$ cat src/rtl/mult_share_arbiter.sv
// Round-robin share of one fixed-latency sequential multiplier between two requesters.
// Latency: accept in A, m_start in A+1, rsp_valid in A+MULT_LAT+2.
// Backpressure: readys only in IDLE; one operation in flight, requester holds valid until ready.
module mult_share_arbiter #(
    parameter int WIDTH    = 4,
    parameter int MULT_LAT = 5
) (
    input  logic               clk,
    input  logic               clr,
    input  logic               req0_valid,
    input  logic [WIDTH-1:0]   req0_a,
    input  logic [WIDTH-1:0]   req0_b,
    output logic               req0_ready,
    input  logic               req1_valid,
    input  logic [WIDTH-1:0]   req1_a,
    input  logic [WIDTH-1:0]   req1_b,
    output logic               req1_ready,
    output logic               m_start,
    output logic [WIDTH-1:0]   m_a,
    output logic [WIDTH-1:0]   m_b,
    input  logic [2*WIDTH-1:0] m_p,
    output logic               rsp_valid,
    output logic               rsp_id,
    output logic [2*WIDTH-1:0] rsp_p,
    output logic               busy
);

    typedef enum logic [1:0] {IDLE, ISSUE, WAIT, DONE} state_t;

    state_t     state, state_nxt;
    logic       last_grant;
    logic       grant;
    logic       lat_id;
    logic       xfer;
    logic [3:0] cnt;

    // On a tie the requester that did not win last time goes next.
    always_comb begin
        grant = req1_valid;
        if (req0_valid && req1_valid) begin
            grant = ~last_grant;
        end
    end

    assign req0_ready = (state == IDLE) && !clr && req0_valid && !grant;
    assign req1_ready = (state == IDLE) && !clr && req1_valid &&  grant;
    assign xfer       = req0_ready | req1_ready;

    assign m_start   = (state == ISSUE) && !clr;
    assign rsp_valid = (state == DONE)  && !clr;
    assign busy      = (state != IDLE);

    always_comb begin
        state_nxt = state;
        case (state)
            IDLE:    if (xfer) state_nxt = ISSUE;
            ISSUE:   state_nxt = WAIT;
            WAIT:    if (cnt == 4'd0) state_nxt = DONE;
            DONE:    state_nxt = IDLE;
            default: state_nxt = IDLE;
        endcase
    end

    always_ff @(posedge clk) begin
        if (clr) begin
            state      <= IDLE;
            last_grant <= 1'b1;
            lat_id     <= 1'b0;
            cnt        <= 4'd0;
            m_a        <= '0;
            m_b        <= '0;
            rsp_id     <= 1'b0;
            rsp_p      <= '0;
        end else begin
            state <= state_nxt;
            case (state)
                IDLE: begin
                    // m_a/m_b double as the operand latch so they are stable in ISSUE.
                    if (xfer) begin
                        m_a    <= grant ? req1_a : req0_a;
                        m_b    <= grant ? req1_b : req0_b;
                        lat_id <= grant;
                    end
                end
                ISSUE: cnt <= 4'(MULT_LAT - 1);
                WAIT: begin
                    if (cnt == 4'd0) begin
                        rsp_p  <= m_p;
                        rsp_id <= lat_id;
                    end else begin
                        cnt <= cnt - 4'd1;
                    end
                end
                DONE: last_grant <= lat_id;
                default: ;
            endcase
        end
    end

endmodule

$ cat config.mk
export PLATFORM = sky130hd
export DESIGN_NAME = mult_share_arbiter
export DESIGN_NICKNAME = d
export VERILOG_FILES = /design/src/rtl/mult_share_arbiter.sv
export SDC_FILE = /design/constraint.sdc
export NUM_CORES = 1
export LEC_CHECK = 0
export CAP_MARGIN = 25
export CORE_MARGIN = 3
export CORE_UTILIZATION = 42
export CTS_CLUSTER_SIZE = 14
export DETAILED_ROUTE_END_ITERATION = 7
export PLACE_DENSITY = 0.84
export SLEW_MARGIN = 20
export SYNTH_ARGS = -nofsm -noshare
export SYNTH_HDL_FRONTEND = slang
export SYNTH_SLANG_ARGS = --single-unit
$ cat constraint.sdc
create_clock -name clk -period 1.9 [get_ports clk]
set_input_delay 0.57 -clock clk [delete_from_list [all_inputs] [get_ports clk]]
set_output_delay 0.57 -clock clk [all_outputs]
set_load 0.01 [all_outputs]
==> out/qor.txt, run 1 <==
Slew Viols, Final: 0
Buf/Inv on CP: 3
Core ar.: 0.00259 mm²
Clock Skew: 0.0165 ns
Slew @ Worst Pin: 0.409 ns
number of clock sinks: 25
I/O Buffers: 49
crit-path cells: inv_2 > ha_4 > buf_6 > and3_1 > buf_2
IO Pins: 50
CP endpoint kind: output port
startpoint types: flip-flop
final worst-path cycle share: 97.2%
met3 usage: 4.79%
vias in the first global route: 1162
Num CTS Buffers: 3
Synth cell types: 28
# rows: 18
Area growth syn-to-layout: 54.9%
Top delay family on crit path: flip-flops
Overflow after GRT: 0
sequential cell area fraction in the yosys report: 42.2%
CP max stage cell: dfxtp_2
worst-path maximum fanout: 5
wire per inst: 13.6 µm
Antenna Nets Post-Route: 0
routability cong.: 0.691
Setup violations, final: 0
Antenna diodes: 0
# fillers: 184
Post-synth top cells: 25 x dfxtp_1, 23 x nand2_1, 12 x mux2i_1
initial antenna violation count: 0
Max H-tree Level: 1
Worst slew margin: 72.7%
final WL: 3.01 mm
Reg clk slew, reported paths: 0.15 ns
Critical Path AT: 1.28 ns
final hold vios: 0
placed insts: 218
CP Class: reg2out
Ys Warns: 0
Min-Delay Path Class: reg2reg
post-layout net count: 228
proportion of layout cells with a drive suffix above 1: 21.4%
clock tree from TritonCTS: yes
Mapped Avg Cell Area: 9.12 µm²
RSZ-0062 raised after global routing: yes
Mapped Cells: 130
number of synthesized flops with an enable pin: 0
final cell count without fillers: 222
Synth area leaders: dfxtp_1 42%, mux2i_1 10%, ha_1 7.4%, nand2_1 7.3%, nand3b_1 5.7%
Final HPWL DP: 2.36 mm
GRT met2 Usage: 34.4%
Data required, critical path: 1.33 ns
Hold Buf Count CTS: 0
initial detailed-routing violation count: 30
Residual DRC: 0
most used routing layer: met2
count leader, synth: dfxtp_1
worst-case vdd ir drop: 0.832 mV
Async SR Flop Fraction: 0%
clk buf depth: 2
Mapped Area: 0.00119 mm²
Syn Nets: 165
max_cap viols: 0
Root Driver: clkbuf_4
fin crit period: 1.85 ns
Yosys reg bits: 25
Top FF cell, synth: dfxtp_1
routed via count: 1113
status: completed
Skew-Pair Late Insertion Delay: 0.32 ns
Pleak: 0.714 nW
Die ar.: 0.00350 mm²
Crit path largest cell delay: 0.36 ns
die height: 59.1 µm
pwr/cell area: 1010 mW/mm²
GRT Resource Usage Total: 19.0%
post-synth top area cell: dfxtp_1
share of the synthesized area in the top cell type: 42.2%
Initial Util: 45.8%
total power draw: 1.86 mW
Die X-Extent: 59.1 µm
number of vias per cell: 5.01
first-pass GRT wire length: 5.11 mm
number of iterations in the first detailed-routing pass: 4
GR Util met1: 21.7%
fmax: 542 MHz
largest net degree at the start of global routing: 22
[cell type report]
cell class / count / area, µm² / share of cell area (%)
repair buffers: 63 / 563 / 30.7
inverters: 7 / 26.3 / 1.43
flip-flops and latches: 25 / 503 / 27.4
multi-input cells: 93 / 677 / 36.9
clock buffers: 3 / 22.5 / 1.23
well taps: 30 / 37.5 / 2.04
clock inverters: 1 / 7.51 / 0.409
[cell usage in the layout, fill, tap and decap left out, drive strengths merged, types with 2 or more instances in the layout]
cell and instances:
nor2b 4, dfxtp 25, inv 7, mux2i 12, o21ai 7, nor3 2, nand2 23, nand3b 9
buf 19, clkdlybuf4s50 41, nor2 6, ha 7, clkbuf 5, a21oi 12
[logic make-up (layout without fill, tap and decap cells)]
| logic type | count (synthesis) | after routing | share of synthesized area (%) |
|---|---|---|---|
| AND/OR/NAND/NOR | 48 | 48 | 20.7 |
| AO/OA/AOI/OAI | 25 | 25 | 14.0 |
| flip-flops | 25 | 25 | 42.2 |
| multiplexers | 12 | 12 | 10.1 |
| buffers and inverters | 12 | 74 | 4.85 |
| adder cells (fa/ha/maj) | 7 | 7 | 7.38 |
| XOR/XNOR | 1 | 1 | 0.739 |
[stage by stage]
step                utilization (%)  instance area (µm²)  TNS, ns  setup slack [ns]  hold WS, ns
global placement               69.0                 1790    -2.39            -0.637        0.440
floorplan                         -                 1190        0            0.0138        0.444
finish                         70.9                 1840        0            0.0541        0.468
detailed placement             69.0                 1790    -2.79            -0.673        0.448
global route                   70.9                 1840  -0.0413           -0.0264        0.495
CTS                            70.5                 1830        0           0.00691        0.468
[final timing paths]
kind,to,slack (ns),depth (start not counted),startpoint
min reg2reg,rsp_p[7]$_SDFFE_PP0P_,0.47,2,rsp_p[7]$_SDFFE_PP0P_
max,req1_ready,0.05,5,state[1]$_SDFFE_PP0P_
max reg2reg,cnt[0]$_SDFFE_PP0P_,0.24,6,state[0]$_SDFFE_PP0P_
min,rsp_p[7]$_SDFFE_PP0P_,0.47,2,rsp_p[7]$_SDFFE_PP0P_
[state kept, by name, indices dropped and copies added (netlist names)]
| register | flops |
|---|---|
| rsp_p | 8 |
| cnt | 4 |
| m_a | 4 |
| m_b | 4 |
| state | 2 |
| last_grant | 1 |
| lat_id | 1 |
| rsp_id | 1 |
[worst min-delay path: cells and delay by family (launching register included)]
kind | cells | cell delay (ns)
and+or+nand+nor | 1 | 0.05
AOI/OAI and AO/OA | 1 | 0.05
DFF | 1 | 0.34
[report_power, final]
part	total [mW]	internal [mW]	leakage, nW	switching (mW)
Combinational	0.914	0.490	0.495	0.424
Clock	0.243	0.0803	0.0139	0.163
Sequential	0.704	0.636	0.205	0.0679
Total	1.86	1.21	0.714	0.655
[layer usage]
metal | vias up | part of all wire (%)
met2 | 35 | 51
met1 | 508 | 42
li1 | 568 | -
met4 | 0 | 0.56
met5 | - | 0
met3 | 2 | 6.8
[what timing repair did]
| item | CTS | global route |
|---|---|---|
| endpoints found under the hold margin | 0 | 0 |
| pin swaps | 3 | 0 |
| resized for setup | 36 | 6 |
| setup buffers | 0 | 0 |
| endpoints found under the setup margin | 5 | 4 |
Note: power is estimated with default switching activity, not from simulation.
==> inputs of run 2 (changes only) <==
--- a/config.mk
+++ b/config.mk
@@ -7,10 +7,11 @@
 export LEC_CHECK = 0
 export CAP_MARGIN = 25
 export CORE_MARGIN = 3
-export CORE_UTILIZATION = 42
+export CORE_UTILIZATION = 38
+export CTS_BUF_LIST = sky130_fd_sc_hd__clkbuf_16
 export CTS_CLUSTER_SIZE = 14
 export DETAILED_ROUTE_END_ITERATION = 7
-export PLACE_DENSITY = 0.84
+export PLACE_DENSITY = 0.81
 export SLEW_MARGIN = 20
 export SYNTH_ARGS = -nofsm -noshare
 export SYNTH_HDL_FRONTEND = slang
==> constraint.sdc (replaced) <==
create_clock -name clk -period 1.5 [get_ports clk]
set_input_delay 0.45 -clock clk [delete_from_list [all_inputs] [get_ports clk]]
set_output_delay 0.45 -clock clk [all_outputs]
set_load 0.01 [all_outputs]
==> run 2 against run 1 <==
The flow now finishes with violations (setup timing). Critical path depth unchanged. Register-to-register slack got worse by 0.23 ns. Clock power increased by 140%. Non-clock buffer count increased by 11. Flip-flop and latch count unchanged. Worst setup slack got worse by 0.25 ns. Largest power group unchanged. Highest routed layer unchanged.
==> out/qor.txt, run 2 (same netlist as run 1, synthesis figures left out) <==
RSZ-0062 raised after global routing: yes
commonest non-fill, non-tap cell in the layout: clkdlybuf4s50_1
Placement Cell Area: 0.00185 mm²
Min-Delay Path Class: reg2reg
final WL: 3.61 mm
wire per inst: 15.4 µm
r2r setup slk: 0.01 ns
Hold Buf Count CTS: 0
Internal: 1.97 mW
Psw: 1.02 mW
fin crit period: 1.69 ns
Top cell by count, worst path: buf_6
die height: 61.9 µm
Buf/Inv on CP: 3
Critical Path AT: 1.24 ns
CP Class: reg2out
Final HPWL DP: 2.44 mm
Pleak: 0.891 nW
violated checks: setup timing
max reg flops: 8
IO Pins: 50
Data required, critical path: 1.05 ns
clock tree from TritonCTS: yes
# rows: 19
Area growth syn-to-layout: 73.3%
Worst Setup SP: state[0]$_SDFFE_PP0P_
R2R Path Start: state[0]$_SDFFE_PP0P_
worst-case vdd ir drop: 0.763 mV
first-pass GRT wire length: 5.29 mm
CP endpoint kind: output port
Overflow after GRT: 0
Antenna Nets Post-Route: 0
worst hold slack: 0.457 ns
proportion of layout cells with a drive suffix above 1: 30.4%
number of clock sinks: 25
Setup violations, final: 5
Residual DRC: 0
largest net degree at the start of global routing: 18
post-layout net count: 240
Worst Hold Launch: rsp_p[2]$_SDFFE_PP0P_
placed insts: 222
Initial Util: 41.6%
final cell count without fillers: 235
Clock Skew: 0.00209 ns
final worst-path cycle share: 113%
worst-path maximum fanout: 2
GRT Resource Usage Total: 18.3%
initial antenna violation count: 0
Slew Viols, Final: 0
fmax: 590 MHz
Die X-Extent: 61.9 µm
initial detailed-routing violation count: 51
Worst slew margin: 75.6%
routability cong.: 0.707
Crit path largest cell delay: 0.36 ns
sequential share of power: 30.4%
crit-path cells: inv_2 > ha_4 > buf_6 > and3_4 > buf_6
Core ar.: 0.00285 mm²
max_cap viols: 0
clk buf depth: 2
setup_tns: -0.823 ns
Skew-Pair Late Insertion Delay: 0.26 ns
final hold vios: 0
Num CTS Buffers: 3
number of iterations in the first detailed-routing pass: 4
# fillers: 216
Root Driver: clkbuf_16
pwr/cell area: 1460 mW/mm²
status: finished, violations left
sw frac: 34.1%
Max H-tree Level: 1
Die ar.: 0.00383 mm²
routed via count: 1235
number of vias per cell: 5.26
leading cell types in the layout, fill and taps excluded: 24 x clkdlybuf4s50_1, 22 x nand2_1, 21 x dfxtp_1
Reg clk slew, reported paths: 0.06 ns
Logic pwr share: 50.1%
I/O Buffers: 49
Slew @ Worst Pin: 0.364 ns
post-route setup slack: -0.195 ns
design area: 0.00206 mm²
CP max stage cell: dfxtp_2
Top delay family on crit path: flip-flops
Antenna diodes: 0
Biggest register: rsp_p
startpoint types: flip-flop
vias in the first global route: 1195
Clk pwr share: 19.5%
run 2: cell types whose count changed in the layout (fill, tap and decap cells not counted), sizes merged, moves of 2 or more:
cell,before,now
clkdlybuf4s50,41,24
dlygate4sd2,1,17
buf,19,32
clkbuf,5,3
run 2: layout make-up:
type	instances	area (µm²)	area share, %
Sequential cell	25	505	24.6
Clock inverter	1	3.75	0.183
Multi-Input combinational cell	94	749	36.5
Tap cell	31	38.8	1.89
Inverter	7	31.3	1.52
Timing Repair Buffer	74	652	31.7
Clock buffer	3	75.1	3.65
run 2: final timing paths:
path | endpoint | cells after the start
worst max register to register | cnt[0]$_SDFFE_PP0P_ | 7
worst max-delay path | req1_ready | 5
worst min-delay path | rsp_p[2]$_SDFFE_PP0P_ | 2
worst min register to register | rsp_p[2]$_SDFFE_PP0P_ | 2
run 2: metrics by stage:
| stage | util, % | worst slack, ns | power, mW |
|---|---|---|---|
| 5_1_grt | 72.1 | -0.216 | 3.15 |
| 6_report | 72.1 | -0.195 | 2.99 |
| 3_5_place_dp | 64.7 | -0.854 | 2.07 |
| 2_1_floorplan | - | 0.0137 | 1.50 |
| 3_3_place_gp | 64.7 | -0.841 | 2.00 |
| 4_1_cts | 70.2 | -0.206 | 2.81 |
run 2: power groups by stage:
| stage | Clock, mW | Sequential, mW | Combinational, mW |
|---|---|---|---|
| floorplan | 0 | 0.937 | 0.559 |
| global placement | 0 | 0.888 | 1.12 |
| detailed placement | 0 | 0.897 | 1.17 |
| CTS | 0.588 | 0.896 | 1.32 |
| global route | 0.615 | 0.928 | 1.60 |
| finish | 0.584 | 0.909 | 1.50 |
run 2: what timing repair did:
item / CTS / global route
gates cloned: 0 / 2
resized for setup: 71 / 12
buffers inserted: 6 / 5
pin swaps: 3 / 6
endpoints found under the setup margin: 43 / 26
run 2: layer usage:
| metal | up-vias | wire length (µm) | global-route usage [%] |
|---|---|---|---|
| met5 | - | 0 | 0 |
| met2 | 47 | 2050 | 35.6 |
| met4 | 0 | 52 | 6.67 |
| li1 | 591 | - | - |
| met1 | 591 | 1290 | 19.1 |
| met3 | 6 | 215 | 3.72 |
run 2: worst register-to-register path: stages (launching register included):
cell and delay (ns):
dfxtp_2 0.34, inv_2 0.07, buf_4 0.10, buf_4 0.11
ha_4 0.17, nor2b_4 0.24, mux2i_1 0.25, nor2_1 0.08
==> inputs of run 3 (changes only) <==
--- a/config.mk
+++ b/config.mk
@@ -16,3 +16,4 @@
 export SYNTH_ARGS = -nofsm -noshare
 export SYNTH_HDL_FRONTEND = slang
 export SYNTH_SLANG_ARGS = --single-unit
+export TNS_END_PERCENT = 30
==> run 3 against run 2 <==
Fmax is 0.28% lower. Worst setup slack worse by 0.0048 ns. Hold slack worse by 0.0016 ns. Die area stayed put. Power is 0.69% higher. Non-clock buffer count is 1 lower. Utilization is 0.44 points higher. Critical path type unchanged. Register-to-register slack worse by 0.02 ns. The flow still finishes with violations (setup timing). Flip-flop and latch count stayed put.
==> out/qor.txt, run 3 (same netlist as run 1, synthesis figures left out) <==
Setup violations, final: 6
largest net degree at the start of global routing: 18
Antenna diodes: 0
Slew @ Worst Pin: 0.308 ns
Worst slew margin: 79.3%
first-pass GRT wire length: 5.32 mm
Reg2Reg Depth: 7
CP endpoint kind: output port
routed via count: 1236
post-route setup slack: -0.199 ns
clock tree from TritonCTS: yes
Data required, critical path: 1.05 ns
r2r endpoint: cnt[0]$_SDFFE_PP0P_
worst-case vdd ir drop: 0.804 mV
final WL: 3.63 mm
Clock Skew: 0.00255 ns
commonest non-fill, non-tap cell in the layout: clkdlybuf4s50_1
vias in the first global route: 1133
placed insts: 222
Hold Crit Endpoint: rsp_p[4]$_SDFFE_PP0P_
status: finished, violations left
startpoint types: flip-flop
R2R Path Start: state[0]$_SDFFE_PP0P_
Die X-Extent: 61.9 µm
max_cap viols: 0
crit-path cells: inv_2 > ha_4 > inv_4 > nor4b_4 > buf_2
GRT met2 Usage: 37.2%
Slew Viols, Final: 0
Critical Path AT: 1.25 ns
worst-path maximum fanout: 2
Biggest register: rsp_p
RSZ-0062 raised after global routing: yes
Min-Delay Path Class: reg2reg
r2r setup slk: -0.01 ns
GRT Resource Usage Total: 18.8%
final cell count without fillers: 234
max reg flops: 8
initial detailed-routing violation count: 38
Die ar.: 0.00383 mm²
Worst Setup SP: state[0]$_SDFFE_PP0P_
number of vias per cell: 5.28
CP max stage cell: dfxtp_2
Root Driver: clkbuf_16
fin crit period: 1.70 ns
die height: 61.9 µm
routability cong.: 0.707
Worst Hold Launch: rsp_p[4]$_SDFFE_PP0P_
area of the multi-input gates: 757 µm²
end-of-flow core utilization: 72.5%
Core ar.: 0.00285 mm²
worst hold stages: 2
Final HPWL DP: 2.44 mm
Buf/Inv on CP: 3
Initial Util: 41.6%
# rows: 19
final hold vios: 0
register area: 509 µm²
met3 usage: 3.10%
Area growth syn-to-layout: 74.4%
Num CTS Buffers: 3
Top delay family on crit path: flip-flops
CP Class: reg2out
number of iterations in the first detailed-routing pass: 4
Max H-tree Level: 1
most used routing layer: met2
wire per inst: 15.5 µm
violated checks: setup timing
Post-Place Setup Slack: -0.854 ns
fmax: 588 MHz
post-layout net count: 239
initial antenna violation count: 0
clk buf depth: 2
Antenna Nets Post-Route: 0
Overflow after GRT: 0
# fillers: 206
worst hold slack: 0.455 ns
number of clock sinks: 25
Crit path largest cell delay: 0.33 ns
pwr/cell area: 1460 mW/mm²
final worst-path cycle share: 113%
Skew-Pair Late Insertion Delay: 0.26 ns
leading cell types in the layout, fill and taps excluded: 24 x clkdlybuf4s50_1, 22 x nand2_1, 20 x dfxtp_1
I/O Buffers: 49
Residual DRC: 0
Reg clk slew, reported paths: 0.06 ns
Pleak: 0.889 nW
IO Pins: 50
proportion of layout cells with a drive suffix above 1: 31.5%
GR Util met1: 20.3%
setup_tns: -0.860 ns
run 3: changes by cell type in the layout (fill, tap and decap cells not counted), sizes merged:
cell,change
buf,-1
run 3: layout make-up:
type | instances | share of cell area, %
Timing Repair Buffer | 73 | 31.6
Clock buffer | 3 | 3.63
Sequential cell | 25 | 24.6
Clock inverter | 1 | 0.181
Tap cell | 31 | 1.88
Inverter | 7 | 1.51
Multi-Input combinational cell | 94 | 36.6
run 3: metal layers:
layer	vias up	share of wire, %
met2	43	55
met3	6	5.3
met1	592	38
met5	-	0
met4	0	1.8
li1	595	-
run 3: timing repair:
action / CTS / global route
hold buffers: 0 / 0
setup endpoints to repair: 43 / 25
gates resized for setup: 68 / 21
cloned: 0 / 1
pin swaps: 4 / 4
setup buffers: 6 / 4
run 3: how the worst max path moves through the flow:
stage | to | cells past startpoint
after detailed placement | req0_ready | 4
final | req0_ready | 5
after global routing | req0_ready | 5
after CTS | req0_ready | 5
after global placement | req0_ready | 4
after floorplan | req0_ready | 3
run 3: metrics by stage:
stage	power (mW)	area, µm²
finish	3.01	2070
global route	3.17	2070
CTS	2.77	2000
detailed placement	2.07	1850
global placement	2.00	1850
floorplan	1.50	1220
run 3: worst reg2reg max path, stage by stage (launching register included):
cell and delay, ns:
dfxtp_2 0.33, inv_2 0.08, buf_4 0.11, buf_4 0.11, ha_4 0.19, nor2b_4 0.26
mux2i_1 0.24, nor2_1 0.07
run 3: where the power goes:
part	switching [mW]	internal [mW]
sequential	0.0977	0.809
combinational	0.702	0.814
clock	0.235	0.357
